--- src/rtl/execute_pipe_stage.sv ---
// Registered WISC execute stage: ALU, branch resolution, valid/ready handshake on both sides.
// Define EX_ITER_MUL_EN to build the iterative shift-add multiplier for op 7.
module execute_pipe_stage #(
  parameter int DATA_W = 16,
  parameter int PC_W   = 16
) (
  input  logic              clk,
  input  logic              rst_n,
  input  logic              flush,
  input  logic              in_valid,
  output logic              in_ready,
  input  logic [PC_W-1:0]   in_pc_inc,
  input  logic [DATA_W-1:0] in_a,
  input  logic [DATA_W-1:0] in_b,
  input  logic [DATA_W-1:0] in_imm,
  input  logic              in_b_src,
  input  logic [PC_W-1:0]   in_disp,
  input  logic [2:0]        in_op,
  input  logic [1:0]        in_br,
  output logic              out_valid,
  input  logic              out_ready,
  output logic [DATA_W-1:0] out_result,
  output logic [PC_W-1:0]   out_next_pc,
  output logic              out_redirect,
  output logic              out_err
);
  localparam int SH_W = $clog2(DATA_W);

  typedef enum logic {IDLE, MUL_BUSY} state_t;
  state_t state_q, state_d;

  logic              out_valid_q, out_valid_d;
  logic [DATA_W-1:0] out_result_q, out_result_d;
  logic [PC_W-1:0]   out_next_pc_q, out_next_pc_d;
  logic              out_redirect_q, out_redirect_d;
  logic              out_err_q, out_err_d;

  logic              out_free, accept, start_mul, alu_err;
  logic [DATA_W-1:0] b_eff, alu_res;
  logic [SH_W-1:0]   shamt;

`ifdef EX_ITER_MUL_EN
  localparam logic [SH_W-1:0] CNT_LAST = SH_W'(DATA_W - 1);
  logic [DATA_W-1:0] mul_a_q, mul_a_d, mul_b_q, mul_b_d, mul_acc_q, mul_acc_d, mul_sum;
  logic [SH_W-1:0]   cnt_q, cnt_d;
  logic [PC_W-1:0]   mul_pc_q, mul_pc_d, mul_disp_q, mul_disp_d;
  logic [1:0]        mul_br_q, mul_br_d;
  assign start_mul = accept & (in_op == 3'd7);
  assign mul_sum   = mul_acc_q + (mul_b_q[0] ? mul_a_q : '0);
`else
  assign start_mul = 1'b0;
`endif

  assign out_free = !out_valid_q || out_ready;
  assign in_ready = (state_q == IDLE) && out_free && !flush;
  assign accept   = in_valid && in_ready;

  assign b_eff = in_b_src ? in_imm : in_b;
  assign shamt = b_eff[SH_W-1:0];

  always_comb begin
    alu_res = '0;
    alu_err = 1'b0;
    case (in_op)
      3'd0:    alu_res = in_a + b_eff;
      3'd1:    alu_res = in_a - b_eff;
      3'd2:    alu_res = in_a & b_eff;
      3'd3:    alu_res = in_a ^ b_eff;
      3'd4:    alu_res = in_a << shamt;
      3'd5:    alu_res = in_a >> shamt;
      3'd6:    alu_res = {{(DATA_W-1){1'b0}}, ($signed(in_a) < $signed(b_eff))};
      default: begin
`ifndef EX_ITER_MUL_EN
        alu_err = 1'b1;
`endif
      end
    endcase
  end

  // Returns {redirect, next_pc}; jump targets take the low PC_W bits of the result.
  function automatic logic [PC_W:0] resolve(input logic [DATA_W-1:0] res,
                                            input logic [PC_W-1:0]   pc_inc,
                                            input logic [PC_W-1:0]   disp,
                                            input logic [1:0]        br);
    logic [PC_W-1:0] target;
    target = pc_inc + disp;
    case (br)
      2'd1:    resolve = (res == '0) ? {1'b1, target} : {1'b0, pc_inc};
      2'd2:    resolve = (res != '0) ? {1'b1, target} : {1'b0, pc_inc};
      2'd3:    resolve = {1'b1, PC_W'(res)};
      default: resolve = {1'b0, pc_inc};
    endcase
  endfunction

  always_comb begin
    state_d        = state_q;
    out_valid_d    = out_valid_q;
    out_result_d   = out_result_q;
    out_next_pc_d  = out_next_pc_q;
    out_redirect_d = out_redirect_q;
    out_err_d      = out_err_q;
`ifdef EX_ITER_MUL_EN
    mul_a_d    = mul_a_q;
    mul_b_d    = mul_b_q;
    mul_acc_d  = mul_acc_q;
    cnt_d      = cnt_q;
    mul_pc_d   = mul_pc_q;
    mul_disp_d = mul_disp_q;
    mul_br_d   = mul_br_q;
`endif
    if (out_valid_q && out_ready) out_valid_d = 1'b0;

    if (flush) begin
      out_valid_d    = 1'b0;
      out_redirect_d = 1'b0;
      state_d        = IDLE;
`ifdef EX_ITER_MUL_EN
      cnt_d          = '0;
`endif
    end else begin
      case (state_q)
        IDLE: begin
          if (accept && !start_mul) begin
            out_valid_d                     = 1'b1;
            out_result_d                    = alu_res;
            {out_redirect_d, out_next_pc_d} = resolve(alu_res, in_pc_inc, in_disp, in_br);
            out_err_d                       = alu_err;
          end
`ifdef EX_ITER_MUL_EN
          if (start_mul) begin
            mul_a_d    = in_a;
            mul_b_d    = b_eff;
            mul_acc_d  = '0;
            cnt_d      = '0;
            mul_pc_d   = in_pc_inc;
            mul_disp_d = in_disp;
            mul_br_d   = in_br;
            state_d    = MUL_BUSY;
          end
`endif
        end
`ifdef EX_ITER_MUL_EN
        MUL_BUSY: begin
          if (cnt_q != CNT_LAST) begin
            mul_acc_d = mul_sum;
            mul_a_d   = mul_a_q << 1;
            mul_b_d   = mul_b_q >> 1;
            cnt_d     = cnt_q + 1'b1;
          end else if (out_free) begin
            // Final bit folds straight into the output; holding here is idempotent.
            out_valid_d                     = 1'b1;
            out_result_d                    = mul_sum;
            {out_redirect_d, out_next_pc_d} = resolve(mul_sum, mul_pc_q, mul_disp_q, mul_br_q);
            out_err_d                       = 1'b0;
            cnt_d                           = '0;
            state_d                         = IDLE;
          end
        end
`endif
        default: state_d = IDLE;
      endcase
    end
  end

  always_ff @(posedge clk or negedge rst_n) begin
    if (!rst_n) begin
      state_q        <= IDLE;
      out_valid_q    <= 1'b0;
      out_result_q   <= '0;
      out_next_pc_q  <= '0;
      out_redirect_q <= 1'b0;
      out_err_q      <= 1'b0;
`ifdef EX_ITER_MUL_EN
      mul_a_q        <= '0;
      mul_b_q        <= '0;
      mul_acc_q      <= '0;
      cnt_q          <= '0;
      mul_pc_q       <= '0;
      mul_disp_q     <= '0;
      mul_br_q       <= '0;
`endif
    end else begin
      state_q        <= state_d;
      out_valid_q    <= out_valid_d;
      out_result_q   <= out_result_d;
      out_next_pc_q  <= out_next_pc_d;
      out_redirect_q <= out_redirect_d;
      out_err_q      <= out_err_d;
`ifdef EX_ITER_MUL_EN
      mul_a_q        <= mul_a_d;
      mul_b_q        <= mul_b_d;
      mul_acc_q      <= mul_acc_d;
      cnt_q          <= cnt_d;
      mul_pc_q       <= mul_pc_d;
      mul_disp_q     <= mul_disp_d;
      mul_br_q       <= mul_br_d;
`endif
    end
  end

  assign out_valid    = out_valid_q;
  assign out_result   = out_result_q;
  assign out_next_pc  = out_next_pc_q;
  assign out_redirect = out_redirect_q;
  assign out_err      = out_err_q;
endmodule

--- config.mk ---
export PLATFORM = sky130hd
export DESIGN_NAME = execute_pipe_stage
export DESIGN_NICKNAME = d
export VERILOG_FILES = /design/src/rtl/execute_pipe_stage.sv
export SDC_FILE = /design/constraint.sdc
export NUM_CORES = 1
export LEC_CHECK = 0
export BUFFER_PORTS_ARGS = -buffer_cell sky130_fd_sc_hd__buf_2
export CAP_MARGIN = 20
export CORE_MARGIN = 3
export CORE_UTILIZATION = 50
export DETAILED_ROUTE_END_ITERATION = 8
export PLACE_DENSITY = 0.81
export SLEW_MARGIN = 40
export SYNTH_ARGS = -nofsm -noshare
export SYNTH_HDL_FRONTEND = slang
export SYNTH_SLANG_ARGS = --single-unit
--- constraint.sdc ---
create_clock -name clk -period 2.1 [get_ports clk]
set_input_delay 0 -clock clk [delete_from_list [all_inputs] [get_ports clk]]
set_output_delay 0 -clock clk [all_outputs]
set_load 0.005 [all_outputs]
==> out/metrics.cfg <==
[logic_synthesis]
synth.net_count = 1025
synthDominantCellAreaShare = 0.1352
async_flop_share = 1.000
synth_area_sq_um = 6476
ys_top_cells_by_area = dfrtp_1, mux2i_1, ha_1
ys_seq_elements = 35
synth-seq-area-share = 0.1352
synth.avg_cell_area_sq_um = 7.334
synth_edf_count = 0
synth_top_cell_by_area = dfrtp_1
postSynthCellCount = 883
ys.flop_type = dfrtp_1
yosys_warnings = 0
synth_cell_type_count = 75

[sta]
setup_violations = 31
rsz0062_at_grt = yes
worstMarginPinSlew_ps = 1237
period_share = 2.027
finClkSkew_ps = 3.796
drv_slew = 0
hold_viol = 0
fmax_mhz = 234.9
max-slew-margin-rel = 0.1734
layout_min_cycle_time_ps = 4257
fin_ws_ps = -2157

[placed_design]
gp_congestion = 1.102
place_hpwl_mm = 21.59
pre_cts_slack_ps = -2268
io_buffers = 126

[layout]
nets = 1392
seq_area_sq_um = 875.8
layout_common_cells = buf_4, buf_2, nand2_1
multiInputGateArea_sq_um = 6066
synthToLayoutAreaGrowth_pct = 63.50
drive_gt1_frac = 0.4468
fillers = 649
final_common_cell = buf_4

[run]
cap_violations = 0

[critical_path]
reg2reg_from = out_valid$_DFFE_PN0P_
required_ps = 2270
startpoint = in_b_src
arrival_ps = 4420
r2r-end = out_next_pc[8]$_DFFE_PN0P_
r2r_slack_ps = 270
worstSetupEndpoint = out_next_pc[1]$_DFFE_PN0P_
start_kind = input pin
crit_type = in -> reg
reg2regPathDepth = 7
critPathCaptureType = register
crit_fanout = 6

[floorplanning]
rows = 40
fp.dieW_um = 119.8
pin_count = 127
fp.dieH_um = 119.8
initial_utilization = 0.5260
die_area_sq_um = 14350
coreArea_sq_um = 12310

[clock_network]
ctsLongestPathBuffers = 2
clk_pin_slew_ps = 60
insertion_delay_ps = 280
cts_tree = built
cts_root_buf = clkbuf_16
cts_sinks = 35
h-tree-depth = 2
numCtsBuffers = 5

[route]
firstDrtPassIters = 9
drt-wirelength-per-cell_um = 25.58
first_iter_violations = 1961
wirelength_mm = 36.32
via_per_inst = 7.076
via_count = 10050
drc = 17
antenna_left = 0

[grt]
antenna_found_initial = 1
groute.usage.overall = 0.4038
grt_max_degree = 37
grt_pass1_wl_mm = 46.91
overflow = 0
first_global_vias = 8970

[power]
p_total_mw = 5.382
power_density_nw_per_um2 = 508.3
leakagePower_nw = 5.085
peakVddDrop_mv = 0.3421

[status]
status = finished with violations
violations = DRC, setup timing

[worst_hold_path]
hp-class = in -> reg
hold_path_depth = 4
min_from = in_pc_inc[15]

## cell usage after synthesis, types with 4 or more instances
| master | count |
|---|---|
| a211o_1 | 9 |
| a211oi_1 | 9 |
| a21o_1 | 8 |
| a21oi_1 | 62 |
| a221oi_1 | 4 |
| a31oi_1 | 13 |
| a41oi_1 | 4 |
| and3_1 | 6 |
| buf_1 | 5 |
| clkbuf_1 | 43 |
| dfrtp_1 | 35 |
| ha_1 | 48 |
| inv_1 | 41 |
| mux2_2 | 6 |
| mux2i_1 | 73 |
| mux4_2 | 10 |
| nand2_1 | 105 |
| nand2b_1 | 16 |
| nand3_1 | 20 |
| nand3b_1 | 5 |
| nand4_1 | 4 |
| nor2_1 | 88 |
| nor2b_1 | 9 |
| nor3_1 | 42 |
| nor3b_1 | 4 |
| nor4_1 | 9 |
| o2111ai_1 | 5 |
| o211ai_1 | 11 |
| o21a_1 | 8 |
| o21ai_0 | 42 |
| o21ai_1 | 8 |
| o21bai_1 | 6 |
| o22ai_1 | 8 |
| o32ai_1 | 9 |
| or3_1 | 7 |
| or4_1 | 9 |
| xnor2_1 | 21 |
| xor2_1 | 5 |
## power breakdown
part / internal [mW] / total (mW) / switching, mW
Sequential: 0.800 / 0.889 / 0.0882
Clock: 0.590 / 0.887 / 0.296
Combinational: 1.63 / 3.61 / 1.98
## stage by stage
step | area [sq um] | utilization | setup TNS (ps) | hold slack, ps | std cells
final | 10590 | 0.8601 | -42510 | 202.6 | 1420
after global routing | 10590 | 0.8601 | -43850 | 217.6 | 1420
after CTS | 10040 | 0.8155 | -36640 | 161.4 | 1411
after detailed placement | 9215 | 0.7485 | -48080 | 113.5 | 1373
after global placement | 9214 | 0.7484 | -46390 | 110.6 | 1373
after floorplan | 6818 | - | -42750 | -295.6 | 883
## metal layers
| layer | GRT usage | wire length [um] | share of wire | vias to the layer above |
|---|---|---|---|---|
| li1 | - | - | - | 4003 |
| met5 | 0 | 0 | 0 | - |
| met1 | 0.5155 | 11770 | 0.32 | 4427 |
| met3 | 0.09802 | 6138 | 0.17 | 431 |
| met4 | 0.1890 | 3686 | 0.10 | 0 |
| met2 | 0.6427 | 14720 | 0.41 | 1187 |
## how the worst min path moves through the flow
stage / end / slack, ps
2_1_floorplan: out_err$_DFFE_PN0P_ / -300
3_3_place_gp: out_result[13]$_DFFE_PN0P_ / 110
3_5_place_dp: out_result[0]$_DFFE_PN0P_ / 110
4_1_cts: out_next_pc[15]$_DFFE_PN0P_ / 160
5_1_grt: out_next_pc[15]$_DFFE_PN0P_ / 220
6_report: out_next_pc[15]$_DFFE_PN0P_ / 200
## layout make-up
cell class | instances | share of cell area
inverter | 43 | 0.01548
sequential | 35 | 0.08271
timing repair buffer | 415 | 0.2924
clock buffer | 6 | 0.01312
tap | 168 | 0.01985
antenna | 1 | 0.0002363
clock inverter | 2 | 0.003309
multi-input combinational | 750 | 0.5728
## worst max-delay path, stage by stage
cell      delay, ps
buf_8            90
mux2i_4         220
inv_2           100
ha_4            170
fa_2            360
nand3b_1        240
a21oi_2         230
or3_4           160
a41oi_2         140
o21ai_1         190
or4b_4          510
or4_4           520
nor4_4          360
nand4_4         160
buf_8           200
buf_12          150
mux2_2          340
nor2_1          170
o31ai_1          90
## flip-flops by register name, indices dropped and copies added, names as in the netlist
register and cells:
out_next_pc 16, out_result 16, out_err 1, out_redirect 1, out_valid 1
## cell families (layout without fill, tap and decap cells)
| logic type | Yosys count | after routing | share of synthesized area |
|---|---|---|---|
| AND/OR/NAND/NOR | 338 | 338 | 0.2508 |
| AO/OA/AOI/OAI | 243 | 243 | 0.2487 |
| buffers and inverters | 98 | 466 | 0.06105 |
| multiplexers | 92 | 92 | 0.1671 |
| adder cells (fa/ha/maj) | 51 | 51 | 0.1020 |
| flip-flops | 35 | 35 | 0.1352 |
| XOR/XNOR | 26 | 26 | 0.03516 |
| other | 0 | 1 | 0 |
## timing repair
item                                    4_1_cts  5_1_grt
resized for setup                            91       84
hold buffers                                  3        0
cloned                                        2        1
endpoints found under the hold margin        36        0
endpoints found under the setup margin       32       32
pin swaps                                    46       42
buffers inserted                             28       12
Note: power is estimated with default switching activity, not from simulation.
